[src/rtl/board_generator.sv]
// board_generator: fills a Flood-It board with random colours, one cell per
// accepted LFSR draw, streamed row-major to the board RAM, then pulses DONE.
module board_generator #(
    parameter int          MAX_SIZE = 26,
    parameter logic [15:0] SEED     = 16'hACE1
) (
    input  logic       CLOCK,
    input  logic       RESET,
    input  logic       GENERATE,
    input  logic [4:0] SIZE,
    input  logic [3:0] COLOR_NUM,
    output logic       BUSY,
    output logic       DONE,
    output logic       ERROR,
    output logic       CELL_WE,
    output logic [4:0] CELL_ROW,
    output logic [4:0] CELL_COL,
    output logic [2:0] CELL_COLOR
);

    // An all-zero LFSR would lock up, so a zero seed is replaced.
    localparam logic [15:0] SEED_EFF = (SEED == 16'h0000) ? 16'h0001 : SEED;

    typedef enum logic [1:0] {IDLE, FILL, FINISH} state_t;

    state_t      state_reg, state_next;
    logic [15:0] lfsr_reg;
    logic [4:0]  s_size_reg, s_size_next;
    logic [3:0]  s_colors_reg, s_colors_next;
    logic [4:0]  row_reg, row_next;
    logic [4:0]  col_reg, col_next;
    logic [2:0]  c00_reg, c00_next;
    logic        done_next, error_next, we_next;
    logic [4:0]  wr_row_next, wr_col_next;
    logic [2:0]  wr_color_next;

    logic [2:0]  draw;
    logic        draw_ok;
    logic        req_legal;
    logic        last_col;
    logic        last_cell;

    assign draw = lfsr_reg[2:0];

    // Legal edges are 2,6,...,26: low bits 2'b10 and within MAX_SIZE.
    assign req_legal = (SIZE[1:0] == 2'b10) && (int'(SIZE) <= MAX_SIZE)
                    && (COLOR_NUM >= 4'd2) && (COLOR_NUM <= 4'd8);

    // Cell (0,1) may not repeat (0,0), so the board never starts pre-flooded.
    assign draw_ok = ({1'b0, draw} < s_colors_reg)
                  && !((row_reg == 5'd0) && (col_reg == 5'd1) && (draw == c00_reg));

    assign last_col  = (col_reg == s_size_reg - 5'd1);
    assign last_cell = last_col && (row_reg == s_size_reg - 5'd1);

    assign BUSY = (state_reg != IDLE);

    // Free-running LFSR (x^16+x^14+x^13+x^11+1); shifts in every state so
    // the moment GENERATE is pressed decides the board.
    always_ff @(posedge CLOCK) begin
        if (RESET) begin
            lfsr_reg <= SEED_EFF;
        end else begin
            lfsr_reg <= {lfsr_reg[0] ^ lfsr_reg[2] ^ lfsr_reg[3] ^ lfsr_reg[5],
                         lfsr_reg[15:1]};
        end
    end

    // State, request latches, cell counters and registered outputs.
    always_ff @(posedge CLOCK) begin
        if (RESET) begin
            state_reg    <= IDLE;
            s_size_reg   <= 5'd0;
            s_colors_reg <= 4'd0;
            row_reg      <= 5'd0;
            col_reg      <= 5'd0;
            c00_reg      <= 3'd0;
            DONE         <= 1'b0;
            ERROR        <= 1'b0;
            CELL_WE      <= 1'b0;
            CELL_ROW     <= 5'd0;
            CELL_COL     <= 5'd0;
            CELL_COLOR   <= 3'd0;
        end else begin
            state_reg    <= state_next;
            s_size_reg   <= s_size_next;
            s_colors_reg <= s_colors_next;
            row_reg      <= row_next;
            col_reg      <= col_next;
            c00_reg      <= c00_next;
            DONE         <= done_next;
            ERROR        <= error_next;
            CELL_WE      <= we_next;
            CELL_ROW     <= wr_row_next;
            CELL_COL     <= wr_col_next;
            CELL_COLOR   <= wr_color_next;
        end
    end

    // Next-state logic: request check, draw acceptance and cell advance.
    always_comb begin
        state_next    = state_reg;
        s_size_next   = s_size_reg;
        s_colors_next = s_colors_reg;
        row_next      = row_reg;
        col_next      = col_reg;
        c00_next      = c00_reg;
        done_next     = 1'b0;
        error_next    = 1'b0;
        we_next       = 1'b0;
        wr_row_next   = CELL_ROW;
        wr_col_next   = CELL_COL;
        wr_color_next = CELL_COLOR;

        case (state_reg)
            IDLE: begin
                if (GENERATE) begin
                    if (req_legal) begin
                        s_size_next   = SIZE;
                        s_colors_next = COLOR_NUM;
                        row_next      = 5'd0;
                        col_next      = 5'd0;
                        state_next    = FILL;
                    end else begin
                        error_next = 1'b1;
                    end
                end
            end
            FILL: begin
                if (draw_ok) begin
                    we_next       = 1'b1;
                    wr_row_next   = row_reg;
                    wr_col_next   = col_reg;
                    wr_color_next = draw;
                    if ((row_reg == 5'd0) && (col_reg == 5'd0)) begin
                        c00_next = draw;
                    end
                    if (last_cell) begin
                        state_next = FINISH;
                    end else if (last_col) begin
                        col_next = 5'd0;
                        row_next = row_reg + 5'd1;
                    end else begin
                        col_next = col_reg + 5'd1;
                    end
                end
            end
            FINISH: begin
                done_next  = 1'b1;
                state_next = IDLE;
            end
            default: begin
                state_next = IDLE;
            end
        endcase
    end

endmodule

[config.mk]
export PLATFORM = sky130hd
export DESIGN_NAME = board_generator
export DESIGN_NICKNAME = d
export VERILOG_FILES = /design/src/rtl/board_generator.sv
export SDC_FILE = /design/constraint.sdc
export NUM_CORES = 1
export LEC_CHECK = 0
export ABC_AREA = 1
export BUFFER_PORTS_ARGS = -buffer_cell sky130_fd_sc_hd__buf_2
export CORE_ASPECT_RATIO = 0.5
export CORE_MARGIN = 5
export CORE_UTILIZATION = 45
export DETAILED_ROUTE_END_ITERATION = 7
export PLACE_DENSITY_LB_ADDON = 0.15
export REMOVE_ABC_BUFFERS = 1
export SLEW_MARGIN = 10
export SYNTH_ARGS = -nofsm -noshare
export SYNTH_HDL_FRONTEND = slang
export SYNTH_SLANG_ARGS = --single-unit
[constraint.sdc]
create_clock -name CLOCK -period 2.64 [get_ports CLOCK]
set_input_delay 0 -clock CLOCK [delete_from_list [all_inputs] [get_ports CLOCK]]
set_output_delay 0 -clock CLOCK [all_outputs]
set_load 0.05 [all_outputs]
# [Word-level counts from Yosys, hierarchy flattened]
# Index checks and enable logic that the tools add are counted.
[totals] reg_bits=56 in_bits=12 output_inout_bits=17 word_cells=79
[classes] n_addsub=3 order_cmp=4 eq_ne=13 n_mux=18 bitwise_logic=6 n_reduce_logical=22
[op_table] operator="$mux W5" count=8
[op_table] operator="$pmux W5 S2" count=2
[op_table] operator="$ne A2 B2 Y1 const B" count=6
[op_table] operator="$add A5 B1 Y5 const B" count=2
[op_table] operator="$eq A5 B5 Y1" count=2
[op_table] operator="$logic_not A5 Y1" count=2
[op_table] operator="$logic_and A1 B1 Y1" count=8
[op_table] operator="$mux W2" count=4
[op_table] operator="$reduce_and A3 Y1" count=2
[op_table] operator="$reduce_and A6 Y1" count=1
[op_table] operator="$eq A5 B1 Y1 const B" count=1
[op_table] operator="$le A5 B5 Y1 const B" count=1
[op_table] operator="$reduce_and A5 Y1" count=1
[op_table] operator="$sub A5 B1 Y5 const B" count=1
[op_table] operator="$eq A2 B2 Y1 const B" count=2
[op_table] operator="$ge A4 B2 Y1 const B" count=1
[op_table] operator="$le A4 B4 Y1 const B" count=1
[op_table] operator="$lt A3 B4 Y1" count=1
[op_table] operator="$pmux W2 S2" count=1
[op_table] operator="$reduce_and A4 Y1" count=1
[op_table] operator="$reduce_bool A2 Y1" count=2
[op_table] operator="$eq A3 B3 Y1" count=1
[op_table] operator="$mux W1" count=3
[op_table] operator="$not A1 Y1" count=3
[op_table] operator="7 further kinds" count=9

# [Depth between registers and ports, before layout]
# Gate-level depths: netlist of the first run.
[depth] depth_word=7 depth_mapped=15 mapped_depth_nobuf=14

# [Worst setup path after synthesis of the first run]
# OpenSTA, ideal clock, no wires.
[synth_timing] kind="reg2reg" startpoint="register s_size_reg[0]" endpoint="register col_reg[4]" setup_time_ps=128 arrival_ps=1616 required_time_ps=2512 setup_slack_ps=897 stages_incl_launch_ff=16 path_buffers=1 path_cell_list="dfxtp_1 > inv_2 > ha_1 > inv_1 > nand2_1 > nand3_1 > nand2_1 > nor2_2 > nand2_1 > nor2_2 > nand2_2 > buf_6 > nand2_8 > nand2_1 > nand2_1 > nor2_1"
[synth_between] elab_chain_cells=6 elab_cells_between_ends=10 cone_classes="1 x add/sub; 3 x eq/ne; 4 x mux; 2 x reduce/logical"
[synth_lines] element="from (decl)" line_no="28" text="logic [4:0] s_size_reg, s_size_next;"
[synth_lines] element="from (signal assigned)" line_no="86" text="s_size_reg <= s_size_next;"
[synth_lines] element="$sub A5 B1 Y5 (*)" line_no="53, 54"
[synth_lines] element="$eq A5 B5 Y1" line_no="53" text="assign last_col = (col_reg == s_size_reg - 5'd1);"
[synth_lines] element="$mux W5" line_no="140" text="end else if (last_col) begin"
[synth_lines] element="$mux W5" line_no="138" text="if (last_cell) begin"
[synth_lines] element="$mux W5" line_no="130" text="if (draw_ok) begin"
[synth_lines] element="$pmux W5 S2" line_no="115" text="case (state_reg)"
[synth_lines] element="to (signal assigned)" line_no="89" text="col_reg <= col_next;"
[synth_lines] element="to (decl)" line_no="31" text="logic [4:0] col_reg, col_next;"
# Every way passes the cells marked *; elsewhere a longest branch is shown, timed or not. The select of a mux whose other input is x is not followed.
# A chain may end at the register's enable or synchronous reset.

# [Final worst setup path of the first run]
[layout_timing] startpoint="register s_size_reg[0]" endpoint="register row_reg[3]"
[layout_between] elab_chain_cells=5 elab_cells_between_ends=7 cone_classes="1 x add/sub; 4 x eq/ne; 2 x reduce/logical"
[layout_lines] element="$sub A5 B1 Y5 (*)" line_no="53, 54"
[layout_lines] element="$eq A5 B5 Y1 (on tied branches)" line_no="53, 54"
[layout_lines] element="$logic_and A1 B1 Y1" line_no="54" text="assign last_cell = last_col && (row_reg == s_size_reg - 5'd1);"
[layout_lines] element="$ne A2 B2 Y1 (no source line)"
[layout_lines] element="$reduce_and A6 Y1 (no source line) (*)"
[layout_lines] element="to (signal assigned)" line_no="88" text="row_reg <= row_next;"
[layout_lines] element="to (decl)" line_no="30" text="logic [4:0] row_reg, row_next;"
# Every way passes the cells marked *; elsewhere a longest branch is shown, timed or not.

==> impl_metrics.tcl, run 1 <==
set metrics [dict create \
    start_util_pct 47.6 \
    die_h_um 64.5 \
    path_common_cell "nand2_1" \
    dp_hpwl_mm 4.34 \
    ys_seq_area_share_pct 41.9 \
    grt_pass1_wl_mm 10.3 \
    grt_overflow 0 \
    maxCapViolCount 0 \
    cts_root_buf "clkbuf_16" \
    area_delta_synth_final_pct 12.9 \
    drive_gt1_share_pct 19.8 \
    die_w_um 119 \
    avgSynthCellArea_um2 7.51 \
    drtAntennaViolNets 0 \
    cp.arrival_ns 2.20 \
    synthTopCellsByArea "dfxtp_1 (42%), nand2_1 (9.7%), inv_1 (6.0%)" \
    vias 2246 \
    skew_ns 0.00587 \
    slew_headroom_pct 48.7 \
    p_leak_nw 1.35 \
    p_switching_uw 472 \
    whs_path_depth 3 \
    hold_path_end "s_colors_reg[0]" \
    whs_ns 0.0140 \
    cts_setup_buffers 0 \
    routed_wl_mm 5.82 \
    cts_buffers 5 \
    worstMarginPinSlew_ns 0.769 \
    crit_path_max_fanout 11 \
    finalHoldViolations 0 \
    rows 19 \
    grt_max_degree 32 \
    synth_cell_types 33 \
    cts_buffer_depth 2 \
    slowest_delay_ns 0.39 \
    wl_per_cell_um 12.7 \
    regToRegSetupSlack_ns 0.64 \
    via_per_inst 4.91 \
    final_cell_mix "nand2_1 (69), dfxtp_1 (56), inv_1 (43), nor2_1 (36), buf_2 (28)" \
    yosys_warnings 0 \
    drt_iter0_drc 145 \
    seq_power_share_pct 50.5 \
    track_usage_pct 16.6 \
    synth_top_area_share_pct 41.9 \
    ioPinCount 29 \
    numPortBuffers 28 \
    final_area_um2 3020 \
    irDropWorstVdd_uv 291 \
    clock-sinks 56 \
    fin_crit_sh_pct 75.8 \
    netlist_area_um2 2670 \
    setup_viol 0 \
    clk_latency_ns 0.30 \
    power_mw 1.78 \
    hold_path.class "input pin to flop" \
    power_density_nw_per_um2 589 \
    placedInstanceArea_um2 2850 \
    final_common_cell "nand2_1" \
    fin_nets 403 \
    remaining_drc_errors 0 \
    path_clk_slew_ns 0.07 \
    antenna_found_initial 0 \
    ys_seq_elements 56 \
    cts_tree "done" \
    syn-instance-count 356 \
    path_class "flop to flop" \
    p_int_mw 1.31 \
    slowest_stage "dfxtp_1" \
    dieArea_um2 7670 \
    endpoint_kind "flop" \
    combPwrFrac_pct 11.3 \
    n_antenna_cell 0 \
    rsz0062_at_grt "no" \
    drt_pre_antenna_iters 4 \
    core_um2 5610 \
    crit_chain "inv_2 > ha_1 > inv_1 > nand2_1 > nand3_1 > nand2_1 > nor2_2 > nand2_1 > nor2_2 > nand2_2 > nand3_2 > nand2_1 > inv_1 > nor2_1" \
    crit_required_ns 2.84 \
    cts-htree-levels 2 \
    clkPwrFrac_pct 38.1 \
    reg2reg_from "s_size_reg[0]" \
    outcome "finished clean" \
    clock.fmax_mhz 500 \
    p_sw_share_pct 26.6 \
    worstSetupStartpointType "flop" \
    routabilityCongestion 0.874 \
    hp-start "COLOR_NUM[0]" \
    grt_pass1_vias 2136 \
    reg2regPathDepth 14 \
    fin_crit_ns 2.00 \
    yosys.area.top_type "dfxtp_1" \
    r2r-end "row_reg[3]" \
    slew_viol_final 0 \
    tns_ns 0 \
    largest_reg_flops 16 \
]
## power groups by stage
stage                     Combinational, mW  Clock (mW)  Sequential (mW)
final                                 0.202       0.678            0.898
after global routing                  0.229       0.750            0.902
after CTS                             0.202       0.709            0.898
after detailed placement              0.198           0            0.918
after global placement                0.195           0            0.917
after floorplan                       0.128           0            0.930
## critical path, delay by kind of cell (launching register included)
family        cells  cell delay, ns
fa+ha+maj         1            0.29
buf+inv           3            0.24
flops             1            0.39
simple gates     10            0.98
## how the worst max path moves through the flow
stage | startpoint | endpoint | slack (ns) | depth (start not counted)
2_1_floorplan | s_size_reg[0] | row_reg[4] | 0.88 | 14
3_3_place_gp | s_size_reg[0] | row_reg[4] | 0.72 | 14
3_5_place_dp | s_size_reg[0] | row_reg[3] | 0.66 | 14
4_1_cts | s_size_reg[0] | row_reg[3] | 0.64 | 14
5_1_grt | s_size_reg[0] | row_reg[1] | 0.37 | 14
6_report | s_size_reg[0] | row_reg[3] | 0.64 | 14
## timing repair
item | CTS | global route
gates resized for setup | 0 | 0
hold buffers | 2 | 0
endpoints found under the hold margin | 2 | 0
## area by class of cell
| type | count | area (um^2) |
|---|---|---|
| Fill cell | 571 | 2590 |
| Multi-Input combinational cell | 240 | 1300 |
| Sequential cell | 56 | 1120 |
| Inverter | 48 | 180 |
| Timing Repair Buffer | 32 | 175 |
| Clock buffer | 5 | 125 |
| Tap cell | 73 | 91.3 |
| Clock inverter | 3 | 27.5 |
## stage by stage
stage               setup slack (ns)  std cells  util, %
floorplan                      0.884        344        -
global route                   0.371        457     53.8
detailed placement             0.657        447     50.7
global placement               0.720        447     50.7
finish                         0.638        457     53.8
CTS                            0.636        457     53.8
## cells in the mapped netlist (all sizes together)
| cell type | count |
|---|---|
| nor3 | 3 |
| o21ai | 21 |
| nand3b | 2 |
| clkbuf | 3 |
| nand4 | 10 |
| or2 | 7 |
| a31oi | 1 |
| o31ai | 1 |
| buf | 9 |
| a21oi | 28 |
| nor3b | 1 |
| inv | 48 |
| nand3 | 33 |
| nand2 | 78 |
| nor2 | 41 |
| ha | 8 |
| xnor2 | 2 |
| xor2 | 4 |
| dfxtp | 56 |
## cell families after synthesis
| group | after synthesis | synth area share [%] |
|---|---|---|
| simple gates | 175 | 32.4 |
| buf+inv | 60 | 9.50 |
| flops | 56 | 41.9 |
| compound gates | 51 | 10.4 |
| fa+ha+maj | 8 | 3.75 |
| xor+xnor | 6 | 1.97 |
## per-layer routing
metal / share of wire (%) / track usage, %
met2: 37 / 22.5
met4: 1.8 / 7.07
met1: 54 / 24.0
met3: 7.4 / 5.39
met5: 0 / 0
(Power assumes the default switching activity.)
==> run 2: changes to the inputs <==
--- a/config.mk
+++ b/config.mk
@@ -5,7 +5,7 @@
 export SDC_FILE = /design/constraint.sdc
 export NUM_CORES = 1
 export LEC_CHECK = 0
-export ABC_AREA = 1
+export ABC_AREA = 0
 export BUFFER_PORTS_ARGS = -buffer_cell sky130_fd_sc_hd__buf_2
 export CORE_ASPECT_RATIO = 0.5
 export CORE_MARGIN = 5
==> constraint.sdc (replaced) <==
create_clock -name CLOCK -period 1.7 [get_ports CLOCK]
set_input_delay 0 -clock CLOCK [delete_from_list [all_inputs] [get_ports CLOCK]]
set_output_delay 0 -clock CLOCK [all_outputs]
set_load 0.05 [all_outputs]
==> impl_metrics.tcl, run 2 <==
set metrics [dict create \
    fin_nets 343 \
    core_um2 5040 \
    p_int_mw 1.90 \
    netlist_area_um2 2410 \
    power_mw 2.48 \
    crit_path_max_fanout 4 \
    n_antenna_cell 0 \
    synthTopCellsByArea "dfxtp_1 (46%), mux2i_1 (11%), nor2_1 (5.0%)" \
    p_sw_share_pct 23.3 \
    numPortBuffers 28 \
    routed_wl_mm 5.73 \
    p_switching_uw 579 \
    antenna_found_initial 0 \
    drt_iter0_drc 67 \
    synthArstFlopShare_pct 0 \
    grt_pass1_wl_mm 9.19 \
    yosys-top-cells-count "dfxtp_1 (56), nor2_1 (32), mux2i_1 (26)" \
    regToRegSetupSlack_ns -0.40 \
    skew_ns 0.00649 \
    dieArea_um2 7010 \
    yosys.area.top_type "dfxtp_1" \
    fin_crit_ns 2.10 \
    grt_max_degree 20 \
    avgSynthCellArea_um2 9.85 \
    slowest_stage "or3_4" \
    vias 1946 \
    drt_pre_antenna_iters 4 \
    violations "negative setup slack" \
    syn-instance-count 245 \
    crit_chain "or3_4 > xnor2_2 > nor3_2 > o21a_1 > buf_4 > nand3b_1 > buf_4 > mux2i_1" \
    combPwrFrac_pct 9.3 \
    seq_power_share_pct 54.7 \
    slowest_delay_ns 0.42 \
    outcome "complete, but fails checks" \
    die_h_um 61.8 \
    via_per_inst 4.94 \
    finalWorstSetupSlack_ns -0.405 \
    clock-sinks 56 \
    path_class "flop to flop" \
    hold_path.class "input pin to flop" \
    track_usage_pct 17.1 \
    routabilityCongestion 0.884 \
    utilization_pct 65.7 \
    path_clk_slew_ns 0.10 \
    remaining_drc_errors 0 \
    clock.fmax_mhz 475 \
    worstMarginPinSlew_ns 0.344 \
    p_leak_nw 1.40 \
    drive_gt1_share_pct 39.5 \
    rows 18 \
    final_cell_mix "dfxtp_1 (49), buf_4 (45), nor2_1 (32), buf_2 (28), mux2i_1 (26)" \
    tns_ns -5.04 \
    ys_seq_area_share_pct 46.5 \
    drtAntennaViolNets 0 \
    crit_required_ns 1.94 \
    path_common_cell "buf_4" \
    start_util_pct 47.8 \
    slew_headroom_pct 77.0 \
    final_common_cell "dfxtp_1" \
    synth_ff_type "dfxtp_1" \
    power_density_nw_per_um2 749 \
    synth_edf_count 0 \
    synth_top_area_share_pct 46.5 \
    largest_reg_flops 16 \
    clk_latency_ns 0.31 \
    die_w_um 114 \
    rsz0062_at_grt "yes" \
    ioPinCount 29 \
    area_delta_synth_final_pct 37.4 \
    cts_tree "done" \
    pre_cts_ws_ns -0.573 \
    cp.arrival_ns 2.35 \
    num-fill-cells 406 \
    setup_viol 28 \
    slew_viol_final 0 \
    yosys_warnings 0 \
    clkPwrFrac_pct 36.0 \
    worstSetupStartpointType "flop" \
    synth_most_common_cell "dfxtp_1" \
    placedInstanceArea_um2 2910 \
    finalHoldViolations 0 \
    cts_buffer_depth 2 \
    maxCapViolCount 0 \
    synth_cell_types 43 \
    irDropWorstVdd_uv 403 \
    dp_hpwl_mm 4.00 \
    wl_per_cell_um 14.5 \
    cts_buffers 5 \
    grt_overflow 0 \
    cts_root_buf "clkbuf_8" \
    cts-htree-levels 2 \
    final_area_um2 3310 \
    endpoint_kind "flop" \
    grt_pass1_vias 1980 \
    fin_crit_sh_pct 124 \
    ys_seq_elements 56 \
]
run 2: cell count changes after synthesis, sizes merged, moves of 9 or more:
cell,change
o21ai,-9
a21oi,-24
nand3,-28
nand2,-75
inv,-37
nor2b,+11
xnor2,+11
mux2i,+26
nand4,-9
run 2: cells by family (layout without fill, tap and decap cells):
logic type	after synthesis	after routing	synth area share, %
compound gates	25	25	7.11
xor+xnor	21	21	7.62
fa+ha+maj	8	8	4.15
buf+inv	20	99	3.27
flops	56	56	46.5
mux	26	26	10.8
simple gates	89	89	20.6
run 2: cell type report:
class	instances	area (um^2)	area share (%)
multi-input cells	169	1380	41.8
flip-flops and latches	56	1130	34.2
repair buffers	80	556	16.8
well taps	70	87.6	2.64
clock buffers	6	72.6	2.19
inverters	11	43.8	1.32
clock inverters	2	38.8	1.17
run 2: critical path: cells and delay by family (launching register included):
| kind | cells | cell delay (ns) |
|---|---|---|
| muxes | 1 | 0.11 |
| xor gates and xnor gates | 1 | 0.15 |
| AOI/OAI and AO/OA | 1 | 0.24 |
| and+or+nand+nor | 3 | 0.85 |
| buffers and inverters | 2 | 0.31 |
| DFF | 1 | 0.37 |
run 2: path summary, 6_finish.rpt:
kind / to / cells past startpoint / startpoint
min: s_colors_reg[0] / 4 / COLOR_NUM[0]
min reg2reg: lfsr_reg[13] / 1 / lfsr_reg[14]
max: row_reg[0] / 8 / s_size_reg[0]
max reg2reg: row_reg[0] / 8 / s_size_reg[0]
run 2: metrics by stage:
step / hold slack (ns) / std cells
after floorplan: 0.0691 / 236
after global placement: 0.251 / 375
after detailed placement: 0.269 / 375
after CTS: 0.0297 / 391
after global routing: 0.0308 / 394
final: 0.0344 / 394
run 2: timing repair:
item,4_1_cts,5_1_grt
endpoints found under the setup margin,29,29
endpoints found under the hold margin,4,0
resized for setup,34,17
setup buffers,5,4
hold buffers,4,0
pin swaps,18,23
gates cloned,0,0
run 2: per-layer routing:
metal	part of all wire (%)	wire length (um)	track usage, %	up-vias
li1	-	-	-	977
met1	49	2820	22.2	913
met2	45	2580	28.8	41
met3	3.4	195	3.87	15
met4	2.2	126	6.34	0
met5	0	0	0	-
run 2: power by group through the flow:
stage               clock (mW)  combinational [mW]  sequential [mW]
finish                   0.894               0.232             1.36
global route             0.968               0.252             1.36
CTS                      0.904               0.222             1.36
detailed placement           0               0.195             1.39
global placement             0               0.189             1.39
floorplan                    0              0.0972             1.39
==> run 3: changes to the inputs <==
--- a/config.mk
+++ b/config.mk
@@ -13,6 +13,7 @@
 export DETAILED_ROUTE_END_ITERATION = 7
 export PLACE_DENSITY_LB_ADDON = 0.15
 export REMOVE_ABC_BUFFERS = 1
+export SKIP_CTS_REPAIR_TIMING = 1
 export SLEW_MARGIN = 10
 export SYNTH_ARGS = -nofsm -noshare
 export SYNTH_HDL_FRONTEND = slang
==> constraint.sdc (replaced) <==
create_clock -name CLOCK -period 2.1 [get_ports CLOCK]
set_input_delay 0 -clock CLOCK [delete_from_list [all_inputs] [get_ports CLOCK]]
set_output_delay 0 -clock CLOCK [all_outputs]
set_load 0.05 [all_outputs]
==> impl_metrics.tcl, run 3 (synthesis gave the netlist of run 2 again) <==
set metrics [dict create \
    largest_reg_flops 16 \
    cts_root_buf "clkbuf_8" \
    rows 18 \
    wl_per_cell_um 14.1 \
    num-fill-cells 445 \
    slowest_delay_ns 0.41 \
    crit_path_max_fanout 3 \
    maxCapViolCount 0 \
    fin_nets 331 \
    clk_latency_ns 0.32 \
    n_antenna_cell 0 \
    core_um2 5040 \
    hold_path.class "input pin to flop" \
    p_leak_nw 1.30 \
    skew_ns 0.00495 \
    routed_wl_mm 5.38 \
    die_w_um 114 \
    reg2reg_from "s_size_reg[0]" \
    endpoint_kind "flop" \
    finalHoldViolations 0 \
    hold_path_end "ERROR" \
    hp-start "SIZE[1]" \
    drive_gt1_share_pct 31.4 \
    worstSetupStartpointType "flop" \
    worstMarginPinSlew_ns 0.422 \
    vias 1879 \
    path_delay_family "compound AO/OA/AOI/OAI gates" \
    antenna_found_initial 0 \
    routabilityCongestion 0.877 \
    slowest_stage "or3_4" \
    via_per_inst 4.92 \
    fin_crit_sh_pct 101 \
    r2r-end "row_reg[4]" \
    rsz0062_at_grt "yes" \
    dp_hpwl_mm 3.85 \
    cts_buffer_depth 2 \
    final_common_cell "dfxtp_1" \
    drt_pre_antenna_iters 4 \
    placed_cells 363 \
    slew_viol_final 0 \
    clock-sinks 56 \
    violations "negative setup slack" \
    path_clk_slew_ns 0.10 \
    fin_crit_ns 2.13 \
    cts_buffers 5 \
    grt_pass1_vias 1747 \
    dieArea_um2 7010 \
    grt_max_degree 19 \
    start_util_pct 47.8 \
    reg2regPathDepth 8 \
    worst-path-buf-inv 1 \
    outcome "complete, but fails checks" \
    area_delta_synth_final_pct 29.5 \
    cts-htree-levels 2 \
    stdcell_count 382 \
    regToRegSetupSlack_ns -0.03 \
    remaining_drc_errors 0 \
    whs_path_depth 3 \
    drtAntennaViolNets 0 \
    setup_viol 1 \
    finalWorstSetupSlack_ns -0.0289 \
    final_cell_mix "dfxtp_1 (53), nor2_1 (32), buf_4 (32), buf_2 (28), mux2i_1 (26)" \
    grt_overflow 0 \
    path_class "flop to flop" \
    clock.fmax_mhz 470 \
    ioPinCount 29 \
    utilization_pct 61.9 \
    power_density_nw_per_um2 600 \
    irDropWorstVdd_uv 490 \
    track_usage_pct 15.5 \
    cp.arrival_ns 2.33 \
    cp_num_cells 8 \
    crit_required_ns 2.30 \
    slew_headroom_pct 71.9 \
    die_h_um 61.8 \
    drt_iter0_drc 49 \
    cts_tree "done" \
    crit_chain "or3_4 > xnor2_1 > nor3_2 > o21a_1 > a21oi_2 > buf_4 > o311ai_4 > o31ai_1" \
    numPortBuffers 28 \
    grt_pass1_wl_mm 8.36 \
]
-- run 3: power by group --
group | switching [mW] | leakage, nW | internal [mW]
Sequential | 0.0118 | 0.458 | 1.09
Combinational | 0.0894 | 0.796 | 0.0824
Clock | 0.365 | 0.0414 | 0.238
-- run 3: worst max-delay path by stage --
stage,start,end
floorplan,lfsr_reg[1],row_reg[0]
global placement,row_reg[0],row_reg[3]
detailed placement,s_size_reg[0],col_reg[1]
CTS,s_size_reg[0],col_reg[1]
global route,s_size_reg[1],row_reg[4]
finish,s_size_reg[0],row_reg[4]
-- run 3: per-layer routing --
metal	global-route usage [%]	part of all wire (%)	wire, um
met1	20.4	49	2660
met2	24.4	45	2450
met3	5.51	4.4	236
met4	4.62	0.67	36
met5	0	0	0
-- run 3: final cells by class --
cell class | instances | area (um^2) | share of cell area [%]
timing repair buffer | 68 | 460 | 14.7
inverter | 11 | 41.3 | 1.32
clock buffer | 6 | 72.6 | 2.32
sequential | 56 | 1120 | 36.0
clock inverter | 2 | 16.3 | 0.521
tap | 70 | 87.6 | 2.80
multi-input combinational | 169 | 1320 | 42.3
-- run 3: worst register-to-register path, stage by stage, from the launching register on --
cell	delay (ns)
dfxtp_2	0.35
or3_4	0.41
xnor2_1	0.15
nor3_2	0.25
o21a_1	0.22
a21oi_2	0.09
buf_4	0.17
o311ai_4	0.28
o31ai_1	0.11
-- run 3: per-stage QoR --
step	hold WS, ns	power (mW)	TNS (ns)	setup slack, ns	area (um^2)
2_1_floorplan	0.0691	1.21	-0.385	-0.0733	2370
3_3_place_gp	0.257	1.27	-0.0912	-0.0664	2820
3_5_place_dp	0.263	1.27	-0.584	-0.124	2820
4_1_cts	-0.0775	1.86	-1.41	-0.189	2910
5_1_grt	0.0539	1.96	-0.893	-0.153	3120
6_report	0.0430	1.88	-0.0289	-0.0289	3120
